--- config.mk ---
export PLATFORM = sky130hd
export DESIGN_NAME = fetch_sequencer
export DESIGN_NICKNAME = d
export VERILOG_FILES = /design/src/rtl/fetch_sequencer_pkg.sv /design/src/rtl/fetch_sequencer_next_pc_calc.sv /design/src/rtl/fetch_sequencer.sv
export SDC_FILE = /design/constraint.sdc
export NUM_CORES = 1
export LEC_CHECK = 0
export CAP_MARGIN = 20
export CORE_MARGIN = 1.5
export CORE_UTILIZATION = 46
export CTS_CLUSTER_DIAMETER = 50
export DETAILED_ROUTE_END_ITERATION = 8
export PLACE_DENSITY = 0.88
export SYNTH_ARGS = -nofsm -noshare
export SYNTH_HDL_FRONTEND = slang
export SYNTH_SLANG_ARGS = --single-unit
--- constraint.sdc ---
create_clock -name clk -period 8.2 [get_ports clk]
set_clock_uncertainty 0.05 [all_clocks]
set_input_delay 1.64 -clock clk [delete_from_list [all_inputs] [get_ports clk]]
set_output_delay 1.64 -clock clk [all_outputs]
set_load 0.01 [all_outputs]
--- src/rtl/fetch_sequencer_pkg.sv ---
// Shared types and constants for the instruction-fetch sequencer.
package fetch_sequencer_pkg;

  localparam int ADDR_W_DEFAULT = 30;
  localparam int JUMP_W         = 26;
  localparam int IMM_W          = 16;

  typedef enum logic [1:0] {
    BOOT  = 2'd0,
    RUN   = 2'd1,
    LOAD  = 2'd2,
    FAULT = 2'd3
  } state_t;

  // Widened to 64 bits so callers can slice down to any address width.
  function automatic logic [63:0] sext_imm(input logic [IMM_W-1:0] imm);
    return {{(64 - IMM_W){imm[IMM_W-1]}}, imm};
  endfunction

endpackage

--- src/rtl/fetch_sequencer_next_pc_calc.sv ---
// Combinational next-PC selection: jump, taken branch or increment.
// Out-of-range flag is present only when FETCH_BOUNDS_CHECK_EN is defined.
module next_pc_calc
  import fetch_sequencer_pkg::*;
#(
  parameter int ADDR_W = ADDR_W_DEFAULT,
  parameter int DEPTH  = 1024
) (
  input  logic [ADDR_W-1:0] pc,
  input  logic              jump,
  input  logic [JUMP_W-1:0] jump_target,
  input  logic              branch_taken,
  input  logic [IMM_W-1:0]  branch_imm,
  output logic [ADDR_W-1:0] next_pc
`ifdef FETCH_BOUNDS_CHECK_EN
  ,
  output logic              out_of_range
`endif
);

  logic [63:0]       imm_wide;
  logic [ADDR_W-1:0] imm_ext;
  logic [ADDR_W-1:0] seq_pc;

  assign imm_wide = sext_imm(branch_imm);
  assign imm_ext  = imm_wide[ADDR_W-1:0];
  assign seq_pc   = pc + ADDR_W'(1);

  // Jump outranks a taken branch; all arithmetic wraps at 2^ADDR_W.
  always_comb begin
    next_pc = seq_pc;
    if (jump) begin
      next_pc = {pc[ADDR_W-1:JUMP_W], jump_target};
    end else if (branch_taken) begin
      next_pc = seq_pc + imm_ext;
    end
  end

`ifdef FETCH_BOUNDS_CHECK_EN
  assign out_of_range = {1'b0, next_pc} >= (ADDR_W + 1)'(DEPTH);
`endif

endmodule

--- src/rtl/fetch_sequencer.sv ---
// Instruction-fetch controller owning the instruction memory port; hands it to a loader on request.
// Optional fetch/load bounds checking with FAULT state: FETCH_BOUNDS_CHECK_EN.
module fetch_sequencer
  import fetch_sequencer_pkg::*;
#(
  parameter int              ADDR_W   = ADDR_W_DEFAULT,
  parameter int              DEPTH    = 1024,
  parameter logic [ADDR_W-1:0] RESET_PC = '0
) (
  input  logic              clk,
  input  logic              rst_n,
  input  logic              stall,
  input  logic              jump,
  input  logic [JUMP_W-1:0] jumpTarget,
  input  logic              branch,
  input  logic              zero,
  input  logic [IMM_W-1:0]  branchImm,
  input  logic              loadReq,
  input  logic              loadValid,
  input  logic [ADDR_W-1:0] loadAddr,
  input  logic [31:0]       loadData,
  output logic              loadReady,
  output logic [ADDR_W-1:0] memAddr,
  output logic              memWE,
  output logic [31:0]       memDataIn,
  output logic [ADDR_W-1:0] pc,
  output logic              instrValid,
  output logic              fault
);

  state_t            state_reg, state_next;
  logic [ADDR_W-1:0] pc_reg, pc_next;
  logic [ADDR_W-1:0] calc_pc;
  logic              load_in_range;
  logic              in_load;

`ifdef FETCH_BOUNDS_CHECK_EN
  logic out_of_range;
`endif

  next_pc_calc #(
    .ADDR_W(ADDR_W),
    .DEPTH (DEPTH)
  ) u_next_pc (
    .pc          (pc_reg),
    .jump        (jump),
    .jump_target (jumpTarget),
    .branch_taken(branch && zero),
    .branch_imm  (branchImm),
    .next_pc     (calc_pc)
`ifdef FETCH_BOUNDS_CHECK_EN
    ,
    .out_of_range(out_of_range)
`endif
  );

`ifdef FETCH_BOUNDS_CHECK_EN
  assign load_in_range = {1'b0, loadAddr} < (ADDR_W + 1)'(DEPTH);
  assign fault         = (state_reg == FAULT);
`else
  assign load_in_range = 1'b1;
  assign fault         = 1'b0;
`endif

  always_comb begin
    state_next = state_reg;
    pc_next    = pc_reg;
    case (state_reg)
      BOOT: begin
        pc_next    = RESET_PC;
        state_next = loadReq ? LOAD : RUN;
      end
      RUN: begin
        if (loadReq) begin
          state_next = LOAD;
        end else if (!stall) begin
`ifdef FETCH_BOUNDS_CHECK_EN
          // An illegal target parks the PC at its last legal value.
          if (out_of_range) state_next = FAULT;
          else              pc_next    = calc_pc;
`else
          pc_next = calc_pc;
`endif
        end
      end
      LOAD: begin
        if (!loadReq) begin
          state_next = BOOT;
          pc_next    = RESET_PC;
        end
      end
`ifdef FETCH_BOUNDS_CHECK_EN
      FAULT: begin
        if (loadReq) state_next = LOAD;
      end
`endif
      default: state_next = BOOT;
    endcase
  end

  always_ff @(posedge clk or negedge rst_n) begin
    if (!rst_n) begin
      state_reg <= BOOT;
      pc_reg    <= RESET_PC;
    end else begin
      state_reg <= state_next;
      pc_reg    <= pc_next;
    end
  end

  assign in_load    = (state_reg == LOAD);
  assign pc         = pc_reg;
  assign loadReady  = in_load;
  assign instrValid = (state_reg == RUN) && !stall;
  assign memAddr    = in_load ? loadAddr : pc_reg;
  assign memWE      = in_load && loadValid && load_in_range;
  assign memDataIn  = in_load ? loadData : 32'd0;

endmodule
Word-level counts from Yosys, hierarchy flattened
Cells that the tools add are included.
W data, S select, Z words.

word-level totals
  flip-flop bits (word level) = 32
  input bits = 112
  output and inout port bits = 96
  logic and storage cells = 33

cells by class
  add/subtract/negate cells = 2
  equality and inequality tests = 7
  mux-type cells = 12
  reduce and logical (&&, ||, !) cells = 9

operator list
  cell                     count
  $mux W30                 6
  $pmux W30 S3             1
  $mux W32                 1
  $add A30 B1 Y30 const B  1
  $add A30 B30 Y30         1
  $ne A2 B2 Y1 const B     5
  $mux W2                  3
  $pmux W2 S3              1
  $reduce_and A5 Y1        1
  $reduce_and A4 Y1        1
  $logic_and A1 B1 Y1      3
  $reduce_bool A3 Y1       1
  $eq A2 B1 Y1 const B     1
  $eq A2 B2 Y1 const B     1
  $logic_not A2 Y1         1
  $reduce_and A2 Y1        1
  $logic_not A1 Y1         1

Depth between registers and ports, before layout
  word-level depth = 7
  mapped depth = 18
  depth with buffers taken out = 16

By module
Synthesis repeated with hierarchy kept, for this count alone.

unflattened totals
  cell total of the unflattened synthesis = 578
  area total of the unflattened synthesis = 4758.3 um^2

modules (own cells, without submodules)
  module           times used  cells an instance  area each (um^2)  sequential area each (um^2)
  next_pc_calc     1           427                2872.8            0.0
  fetch_sequencer  1           151                1885.6            800.8

Worst setup path before layout
No wires, ideal clock.

  kind = in2reg
  start point = in branchImm[0]
  end point = reg pc_reg[28] (netlist: pc[28])
  arrival = 3.691 ns
  setup slack = 4.319 ns
  cell stages on the path = 12
  buffers on the path = 0
  cell sequence = ha_1 inv_1 fa_1 nor2b_1 o21a_1 o21ai_1 a21oi_2 a2111oi_1 nor4_2 o221ai_2 xor2_1 o221ai_1

on the way
  word-level cells in the longest chain between the ends = 6

RTL lines
  item                    line                                source
  start: declaration      fetch_sequencer.sv:17               input logic [IMM_W-1:0] branchImm,
  $add A30 B30 Y30        fetch_sequencer_next_pc_calc.sv:35  next_pc = seq_pc + imm_ext;
  $mux W30                fetch_sequencer_next_pc_calc.sv:34  end else if (branch_taken) begin
  $mux W30                fetch_sequencer_next_pc_calc.sv:32  if (jump) begin
  $mux W30                fetch_sequencer.sv:76               end else if (!stall) begin
  $mux W30                fetch_sequencer.sv:74               if (loadReq) begin
  $pmux W30 S3            fetch_sequencer.sv:68               case (state_reg)
  end signal: assignment  fetch_sequencer.sv:107              pc_reg <= pc_next;
  end: declaration        fetch_sequencer.sv:32               logic [ADDR_W-1:0] pc_reg, pc_next;

No other way between the ends. The select of a mux whose other input is x is not followed.
A chain may end at the register's enable or synchronous reset.

Worst setup path after layout
  start point = in stall
  end point = out instrValid

on the way
  word-level cells in the longest chain between the ends = 2

RTL lines
  item                 line                    source
  start: declaration   fetch_sequencer.sv:12   input logic stall,
  $logic_not A1 Y1     fetch_sequencer.sv:114  assign instrValid = (state_reg == RUN) && !stall;
  $logic_and A1 B1 Y1  fetch_sequencer.sv:114
  end: declaration     fetch_sequencer.sv:27   output logic instrValid,

No other way between the ends.

==> out/metrics.csv <==
stage;metric;value;unit
setup_path;path_max_fanout;3;
timing;fin_crit_sh;57.6;%
setup_path;r2r-end;pc[29];
setup_path;worstPathArrival;3.04;ns
global_routing;grt_pass1_wl;26.0;mm
finish;nets;896;
timing;tns;0;ns
power_and_ir_drop;power-per-cell-area;86.9;nW/µm²
min_path;hold_start;state_reg[1];
power_and_ir_drop;power.total;0.569;mW
timing;setup-violations-final;0;
placed_design;dp_slack;3.32;ns
synthesis;synth.net_count;712;
timing;relSlewSlack;27.5;%
timing;tightest_slew;1.08;ns
power_and_ir_drop;power_leakage;2.80;nW
route;via_per_inst;6.04;
floorplan;fp.dieArea;10100;µm²
run_status;status;completed;
route;via_count;5188;
setup_path;r2r_cells;15;
route;wire_per_inst;19.8;µm
route;drcViolationCount;0;
floorplan;die_y;100;µm
finish;fin_util;71.2;%
timing;holdWs;0.483;ns
setup_path;cp-start-kind;primary input;
setup_path;crit_path_end_kind;output pin;
synthesis;syn_inst;564;
synthesis;syn_area;4360;µm²
power_and_ir_drop;vdd_drop_max;0.0650;mV
synthesis;yosysSeqAreaShare;18.4;%
route;antenna_left;0;
cts;cts_setup_buffers;0;
finish;seqCellArea;801;µm²
min_path;hold_class;reg2reg;
floorplan;core-area;9200;µm²
cts;numCtsBuffers;5;
synthesis;ys_ff_latch;32;
floorplan;initial_utilization;47.4;%
cts;cts_hold_buffers;0;
floorplan;die_x;100;µm
placed_design;place_congestion;0.951;
min_path;holdPathEnd;state_reg[0];
global_routing;grt_util_all_layers;32.6;%
placed_design;dpl.hpwl;13.2;mm
timing;finalCriticalPeriod;4.73;ns
timing;hold_viol;0;
placed_design;placed_cells;852;
global_routing;grt_pass1_vias;5003;
setup_path;r2r_setup_slack;3.89;ns
setup_path;cp-startpoint;stall;
synthesis;syn_avg_cell_area;7.73;µm²
finish;multi_input_area;3380;µm²
global_routing;grt_start_max_net_pins;67;
finish;fillers;735;
cts;insertion_delay;0.29;ns
route;drtIter0Drc;384;
route;dr.pass1.iters;7;
cts;cts_resized;0;
finish;final_cells;859;
route;routed_wl;17.0;mm
global_routing;antenna_found_initial;0;
timing;setup_slack;3.47;ns
timing;rsz0062_at_grt;no;
cts;cts-root-buf;clkbuf_8;
cts;clk_path_buf_depth;2;
finish;num_antenna_cells;0;
placed_design;placed_cell_area;6470;µm²
cts;cts.sinks;32;
placed_design;io_buffer_count;206;
synthesis;ys.flop_type;dfrtp_1;
finish;largest_reg_flops;30;
floorplan;num_rows;35;
finish;stdcell_area;6550;µm²
finish;area_growth_syn_to_layout;50.1;%
cts;clk_pin_slew_worst_paths;0.06;ns
flow_run;cap_viol_max_count;0;
min_path;hold_depth;1;
timing;fmax;212;MHz
floorplan;ios;208;
global_routing;overflow;0;
synthesis;synth_edf_count;0;
synthesis;yosysUniqueCellTypes;65;
synthesis;ys_async_sr_fraction;100;%
timing;drv_slew;0;
cts;cts_tree;built;
cts;cts_max_level;2;
setup_path;cp.required;6.51;ns
finish;drive_above_1_share;6.68;%
setup_path;path_class;in2out;
synthesis;yosys_warnings;0;
setup_path;timing.rr.start;pc[10];
[synth_stat cells, drive strengths merged, types with 9 or more instances]
library cell  instances  area share (%)
a21o                 17             2.9
xnor2                27             5.4
dfrtp                32              18
nor2                 37             3.2
ha                   35              10
nand4                 9             1.3
inv                  13             1.1
a21oi                33             4.0
nand3                20             2.3
clkbuf               27             2.4
and2                 36             5.2
and3                 14             2.0
xor2                 22             4.4
mux2                 28             7.2
nand2                55             4.7
o21ai                50             5.7
[cell type report]
class	instances	share of cell area (%)
clock buffer	6	1.11
multi-input combinational	485	51.7
sequential	32	12.2
tap	111	2.12
clock inverter	1	0.0764
timing repair buffer	211	32.1
inverter	13	0.745
[worst max-delay path: stages]
cell,delay [ns]
clkdlybuf4s50_1,0.43
nor3b_1,0.34
clkdlybuf4s50_1,0.63
[how the worst max path moves through the flow]
stage / end / slack (ns) / cells after the start
global placement: pc[29] / 3.39 / 11
CTS: instrValid / 3.45 / 3
floorplan: pc[28] / 4.32 / 12
global route: pc[28] / 3.34 / 11
finish: instrValid / 3.47 / 3
detailed placement: pc[28] / 3.32 / 11
[cells by family (layout without fill, tap and decap cells)]
family / count (synthesis) / after routing / share of synthesized area (%)
AND/OR/NAND/NOR: 199 / 199 / 22.9
other: 1 / 1 / 0.0860
XOR/XNOR: 49 / 49 / 9.84
flip-flops: 32 / 32 / 18.4
buffers and inverters: 47 / 231 / 4.25
adder cells (fa/ha/maj): 36 / 36 / 10.5
AO/OA/AOI/OAI: 170 / 170 / 26.4
multiplexers: 30 / 30 / 7.69
[placed cells by master, fill, tap and decap left out, types with 17 or more instances in the layout]
cell type,n
nand2_1,55
xor2_1,22
nand3_1,20
ha_1,35
a21o_1,17
o21ai_0,46
a21oi_1,31
clkdlybuf4s50_1,206
mux2_2,28
nor2_1,36
xnor2_1,27
and2_1,35
dfrtp_1,32
[metal layers]
metal | track usage, % | vias up | share of wire (%)
met4 | 12.1 | 0 | 2.7
met2 | 58.5 | 310 | 50
met3 | 6.48 | 34 | 9.8
met5 | 0 | - | 0
li1 | - | 2421 | -
met1 | 38.4 | 2423 | 37
[where the power goes]
group	switching, mW	internal [mW]
sequential	0.0116	0.163
clock	0.0632	0.0578
combinational	0.122	0.151
Note: power is estimated with default switching activity, not from simulation.
